[src/rtl/multicycle_sequencer.sv]
// Multicycle LEGv8 sequencer: FETCH, then a variable number of EXEC phases, with HALT/resume.
// Optional SEQ_STALL_CNT_EN: counts EXEC stall cycles and FETCH wait cycles in stall_count.
module multicycle_sequencer #(
  parameter int MAX_EX  = 4,
  parameter int PHASE_W = 2,
  parameter int CNT_W   = 32
) (
  input  logic               clock,
  input  logic               reset,
  input  logic [31:0]        instr_in,
  input  logic               mem_ready,
  input  logic [PHASE_W:0]   ex_len,
  input  logic               ex_mem,
  input  logic               halt_req,
  input  logic               resume,
  output logic [31:0]        ir,
  output logic [PHASE_W-1:0] phase,
  output logic               in_fetch,
  output logic               mem_req,
  output logic               il,
  output logic               retire,
  output logic               halted,
  output logic [CNT_W-1:0]   retired_count,
  output logic [CNT_W-1:0]   stall_count
);

  typedef enum logic [1:0] {
    FETCH = 2'b00,
    EXEC  = 2'b01,
    HALT  = 2'b10
  } state_t;

  localparam logic [PHASE_W:0] LP_MAX = (PHASE_W+1)'(MAX_EX);
  localparam logic [PHASE_W:0] LP_ONE = (PHASE_W+1)'(1);

  state_t             r_state, w_state_nxt;
  logic [PHASE_W-1:0] r_phase, w_phase_nxt;
  logic [31:0]        r_ir;
  logic [CNT_W-1:0]   r_retired;
  logic [PHASE_W:0]   w_len;
  logic               w_last;
  logic               w_stall;

  // Effective length: zero counts as one phase, oversize lengths clamp to MAX_EX.
  always_comb begin
    w_len = ex_len;
    if (ex_len == '0)
      w_len = LP_ONE;
    else if (ex_len > LP_MAX)
      w_len = LP_MAX;
  end

  assign w_last  = ({1'b0, r_phase} == (w_len - LP_ONE));
  assign w_stall = (r_state == EXEC) && ex_mem && !mem_ready;

  always_comb begin
    w_state_nxt = r_state;
    w_phase_nxt = r_phase;
    mem_req     = 1'b0;
    il          = 1'b0;
    retire      = 1'b0;
    case (r_state)
      FETCH: begin
        mem_req = 1'b1;
        if (mem_ready) begin
          il          = 1'b1;
          w_phase_nxt = '0;
          w_state_nxt = EXEC;
        end else if (halt_req) begin
          w_state_nxt = HALT;
        end
      end
      EXEC: begin
        mem_req = ex_mem;
        if (!w_stall) begin
          if (!w_last) begin
            w_phase_nxt = r_phase + 1'b1;
          end else begin
            retire      = 1'b1;
            w_phase_nxt = '0;
            w_state_nxt = halt_req ? HALT : FETCH;
          end
        end
      end
      HALT: begin
        if (resume)
          w_state_nxt = FETCH;
      end
      default: begin
        w_state_nxt = FETCH;
        w_phase_nxt = '0;
      end
    endcase
  end

  always_ff @(posedge clock or negedge reset) begin
    if (!reset) begin
      r_state   <= FETCH;
      r_phase   <= '0;
      r_ir      <= '0;
      r_retired <= '0;
    end else begin
      r_state <= w_state_nxt;
      r_phase <= w_phase_nxt;
      if (il)
        r_ir <= instr_in;
      if (retire)
        r_retired <= r_retired + 1'b1;
    end
  end

`ifdef SEQ_STALL_CNT_EN
  logic             w_fetch_wait;
  logic [CNT_W-1:0] r_stall_cnt;

  assign w_fetch_wait = (r_state == FETCH) && !mem_ready && !halt_req;

  always_ff @(posedge clock or negedge reset) begin
    if (!reset)
      r_stall_cnt <= '0;
    else if (w_stall || w_fetch_wait)
      r_stall_cnt <= r_stall_cnt + 1'b1;
  end

  assign stall_count = r_stall_cnt;
`else
  assign stall_count = '0;
`endif

  assign ir            = r_ir;
  assign phase         = r_phase;
  assign in_fetch      = (r_state == FETCH);
  assign halted        = (r_state == HALT);
  assign retired_count = r_retired;

endmodule

[config.mk]
export PLATFORM = sky130hd
export DESIGN_NAME = multicycle_sequencer
export DESIGN_NICKNAME = d
export VERILOG_FILES = /design/src/rtl/multicycle_sequencer.sv
export SDC_FILE = /design/constraint.sdc
export NUM_CORES = 1
export LEC_CHECK = 0
export ABC_AREA = 1
export BUFFER_PORTS_ARGS = -buffer_cell sky130_fd_sc_hd__buf_4
export CORE_UTILIZATION = 45
export DETAILED_ROUTE_END_ITERATION = 16
export GPL_ROUTABILITY_DRIVEN = 0
export HOLD_SLACK_MARGIN = 0.06
export PLACE_DENSITY_LB_ADDON = 0.08
export SLEW_MARGIN = 0
export SYNTH_ARGS = -nofsm -noshare
export SYNTH_HDL_FRONTEND = slang
export SYNTH_SLANG_ARGS = --single-unit
[constraint.sdc]
create_clock -name clock -period 2.09 [get_ports clock]
set_clock_uncertainty 0.2 [all_clocks]
set_input_delay 0.418 -clock clock [delete_from_list [all_inputs] [get_ports clock]]
set_output_delay 0.418 -clock clock [all_outputs]
set_load 0.02 [all_outputs]
## Word level (Yosys, flattened, before mapping)

Index checks and enable logic that the tools add are counted.

- Bits of input ports: 41
- Flip-flop bits (word level): 68
- Logic and storage cells: 43
- Output and inout port bits: 103

- Order comparisons: 1
- Eq/ne operators: 8
- Bitwise logic cells: 1
- Add/subtract/negate cells: 3
- Mux-type cells: 19
- Reductions and logical operators: 7

Operators with widths:

| kind | count |
|---|---|
| adder 32 x 1 -> 32 bit (second input constant) | 1 |
| two-way mux 2 bit | 9 |
| case mux 2 bit (3 select lines) | 2 |
| != test 2 bit (second input constant) | 4 |
| two-way mux 3 bit | 2 |
| two-way mux 1 bit | 5 |
| AND reduction 4 bit | 1 |
| equality test 2 x 3 -> 1 bit | 1 |
| > comparator 3 bit (second input constant) | 1 |
| zero test 3 bit | 1 |
| != test 3 bit (second input constant) | 1 |
| AND reduction 3 bit | 1 |
| subtractor 3 x 1 -> 3 bit (second input constant) | 1 |
| adder 2 x 1 -> 2 bit (second input constant) | 1 |
| equality test 2 x 1 -> 1 bit (second input constant) | 1 |
| equality test 2 bit (second input constant) | 1 |
| logical AND 1 bit | 2 |
| zero test 2 bit | 1 |
| case mux 1 bit (2 select lines) | 1 |
| zero test 1 bit | 1 |
| NOT 1 bit | 1 |

## Depth between registers and ports, before layout

- Word-level depth: 8
- Gate-level depth with buffers: 13
- Mapped depth without buffers: 13

## Least setup slack after synthesis

Ideal clock, no wire load.

- Path type: input -> output
- From: in ex_len[0]
- To: out retire
- Buffers on the path: 1
- Data required time: 1.472 ns
- Data arrival time: 1.540 ns
- Slack: -0.068 ns
- Stages: 10
- Cell sequence: inv_1 -> nand2_1 -> nand2_1 -> ha_1 -> nand2_1 -> nand2_1 -> nor2_4 -> nand3_4 -> nor2_8 -> buf_6

- Cells in the longest elaborated chain, start to end: 8
- Elaborated cells on any way between the ends: 9
- Those cells by class: add/sub: 1; order compare: 1; eq/ne: 1; mux: 5; reduce/logical: 1

RTL lines:

| what | line | text |
|---|---|---|
| from (decl) | 12 | `input logic [PHASE_W:0] ex_len,` |
| > comparator 3 bit | 49 | `else if (ex_len > LP_MAX)` |
| two-way mux 3 bit | 49 |  |
| two-way mux 3 bit * | 47 | `if (ex_len == '0)` |
| subtractor 3 x 1 -> 3 bit * | 53 | `assign w_last = ({1'b0, r_phase} == (w_len - LP_ONE));` |
| equality test 2 x 3 -> 1 bit * | 53 |  |
| two-way mux 1 bit * | 76 | `if (!w_last) begin` |
| two-way mux 1 bit * | 75 | `if (!w_stall) begin` |
| two-way mux 1 bit * | 62 | `case (r_state)` |
| to (decl) | 21 | `output logic retire,` |

Mark *: on every way between the ends. The rest lies on a longest branch, timed or not.

## Worst setup path in the final report

- From: in ex_len[1]
- To: out retire

Same word-level chain as after synthesis.

==> results.md <==
* Critical-path maximum fanout at 2
* Critical Path Sink Type: output port
* Critical path's slowest cell: ha_4
* Post-synthesis cell count at 543
* Unrepaired setup endpoints after global routing: true
* Post-synthesis xor/xnor area fraction at 0.0251
* Synth Area in Adders at 0.00652
* Clock transition at path regs at 0.08 ns
* Chip height at 94.4 um
* Via density at 4.64
* Top achievable clock speed at 0.474 GHz
* DRC Markers at 0
* First-pass GRT wire length at 16.2 mm
* Avg Cell Area, Syn at 7.07 sq um
* Initial antenna violation count at 0
* Max-Cap Viols at 0
* Top Ports at 144
* Number of global-route vias before repair at 3614
* Status: finished with violations
* Synth cell types at 26
* Failing checks: setup timing
* Setup ws final at -0.0185 ns
* Cell area after synthesis at 0.00384 sq mm
* TritonCTS clock tree: done
* DPL Wire Length at 6.81 mm
* Worst min path class: in -> reg
* Hold violation count in the final report at 0
* Compound-Gate Fraction of Synth Area at 0.0222
* Layout net count at 727
* Post-synthesis mux area share at 0
* CTS Sinks at 68
* Via count at 3683
* Min Tclk post-route at 2.11 ns
* # H-tree levels at 3
* Overall die width at 94.4 um
* Largest family of logic cells by synthesized area: simple AND/OR/NAND/NOR gates
* Max clock buf depth at 2
* Yosys warnings at 0
* Num CTS Buffers at 9
* Port Buffers at 111
* Startpoint class of the critical path: input port
* Core Area at 0.00822 sq mm
* Starting Density at 0.467
* DIE AREA at 0.00891 sq mm
* CP bufs+invs at 3
* Hold Slack at 0.0704 ns
* First-pass DRT Iterations at 4
* Simple-gate share of the synthesized area at 0.374
* Final period util at 1.01
* Final wirelength at 9.20 mm
* Wire per inst at 11.6 um
* Worst path cell trace: buf_6 -> nand2_8 -> nand2_4 -> ha_4 -> inv_2 -> nand2_2 -> nand2_2 -> nor2_4 -> nand3_4 -> nor2_8 -> buf_6
* Row count at 33
* Final Max Tran Viols at 0
* FF+latch count, synth at 68
* Crit path max-delay family: simple AND/OR/NAND/NOR gates
* Data arrival, critical path at 1.49 ns
* Seq/Total Area, Yosys at 0.443
* Fin util at 0.634
* Dpl cell area at 0.00475 sq mm
* Root buffer cell: clkbuf_8
* Critical path's largest stage delay at 0.26 ns
* Pwr Density at 1020 mW/mm^2
* GRT Total Usage at 0.232
* Share of cells above drive strength 1 at 0.232
* Drt initial violations at 213
* Max IR drop VDD at 0.697 mV
* Ant. Diodes at 0
* Req. time, crit path at 1.47 ns
* Number of routed nets with antenna violations at 0
* Finished Cell Area at 0.00521 sq mm
* Worst-Skew Late Latency at 0.34 ns
* Total gr overflow at 0
* Kind of critical path: in -> out
* Final setup fails at 1
* Largest net degree at the start of global routing at 36
* Leak pwr at 2.75 nW
* Area Growth Syn to Fin at 35.6%
[final timing paths]
kind	slack, ns	cells past startpoint	end	startpoint
max reg2reg	0.23	8	retired_count[22]$_DFFE_PN0P_	retired_count[1]$_DFFE_PN0P_
min in group asynchronous	0.35	2	ir[5]$_DFFE_PN0P_	reset
min reg2reg	0.28	2	ir[10]$_DFFE_PN0P_	ir[10]$_DFFE_PN0P_
max	-0.02	11	retire	ex_len[1]
max in group asynchronous	0.79	3	retired_count[8]$_DFFE_PN0P_	reset
min	0.07	3	ir[7]$_DFFE_PN0P_	instr_in[7]
[state kept, by name, indices dropped and copies added (netlist names)]
signal and count:
phase 2, r_state 2, ir 32, retired_count 32
[tightest hold or removal path, stage by stage]
cell and delay [ns]:
buf_4 0.07, nand2_1 0.04, nand2_1 0.05
[metal layers]
| layer | vias to the layer above | track usage | share of wire |
|---|---|---|---|
| met5 | - | 0 | 0 |
| met4 | 0 | 0.0987 | 0.020 |
| met3 | 17 | 0.0515 | 0.061 |
| met2 | 117 | 0.390 | 0.49 |
| met1 | 1692 | 0.288 | 0.43 |
| li1 | 1857 | - | - |
[report_power, final]
group	total, mW	internal, mW	switching, mW	leakage (nW)
clock network	1.09	0.581	0.509	0.0983
registers	1.97	1.70	0.272	0.887
logic	2.23	0.898	1.33	1.77
total	5.29	3.18	2.11	2.75
[cell usage in the layout (no fill, tap or decap), types with 2 or more instances in the layout]
cell type / instances
a21oi_1: 2
buf_12: 2
buf_4: 117
buf_6: 3
clkbuf_8: 10
clkinv_2: 2
clkinvlp_4: 2
conb_1: 32
dfrtp_1: 68
dlygate4sd3_1: 19
inv_1: 44
inv_2: 2
nand2_1: 261
nand2_2: 3
nand2_4: 2
nand3_1: 24
nand4_1: 4
nor2_1: 49
nor2_2: 4
nor2_4: 2
o21ai_0: 9
o21ai_1: 3
xor2_1: 10
[final cells by class]
type                    instances  area, sq um
clock buffers                  10          138
clock inverters                 6         63.8
fillers                       772         3010
inverters                      48          198
multi-input cells             415         1820
flip-flops and latches         68         1700
well taps                     105          131
repair buffers                142         1160
[metrics by stage]
stage | std cells | setup TNS [ns] | power [mW] | setup slack [ns]
2_1_floorplan | 574 | -0.0562 | 3.29 | -0.0562
3_3_place_gp | 756 | -1.57 | 4.14 | -0.166
3_5_place_dp | 756 | -2.33 | 4.18 | -0.182
4_1_cts | 794 | -0.0301 | 5.34 | -0.0301
5_1_grt | 794 | -0.0924 | 5.64 | -0.0924
6_report | 794 | -0.0185 | 5.29 | -0.0185
[cell families after synthesis]
kind of cell    Yosys count
simple gates            354
buf+inv                  91
flops                    68
compound gates           16
xor+xnor                 11
fa+ha+maj                 2
other cells               1
[what timing repair did]
item / CTS / global route
pin swaps: 6 / 0
buffers inserted: 3 / 0
gates cloned: 0 / 0
resized for setup: 9 / 1
endpoints found under the hold margin: 51 / 0
endpoints found under the setup margin: 1 / 1
hold buffers: 19 / 0
[synthesized netlist by cell type]
cell / n / share of area
nand2_1: 266 / 0.26
dfrtp_1: 68 / 0.44
nor2_1: 49 / 0.048
inv_1: 46 / 0.045
buf_4: 32 / 0.063
nand3_1: 24 / 0.031
xor2_1: 10 / 0.023
o21ai_0: 9 / 0.012
buf_2: 5 / 0.0065
nand4_1: 4 / 0.0065
nor2_2: 4 / 0.0065
a21oi_1: 3 / 0.0039
buf_6: 3 / 0.0088
clkbuf_1: 3 / 0.0029
o21ai_1: 3 / 0.0039
ha_1: 2 / 0.0065
inv_2: 2 / 0.0020
nor2_4: 2 / 0.0059
and2_1: 1 / 0.0016
conb_1: 1 / 0.00098
nand2_2: 1 / 0.0016
nand3_4: 1 / 0.0046
nand4_2: 1 / 0.0033
nor2_8: 1 / 0.0052
o211a_1: 1 / 0.0026
xnor2_1: 1 / 0.0023
Note: power is estimated with default switching activity, not from simulation.
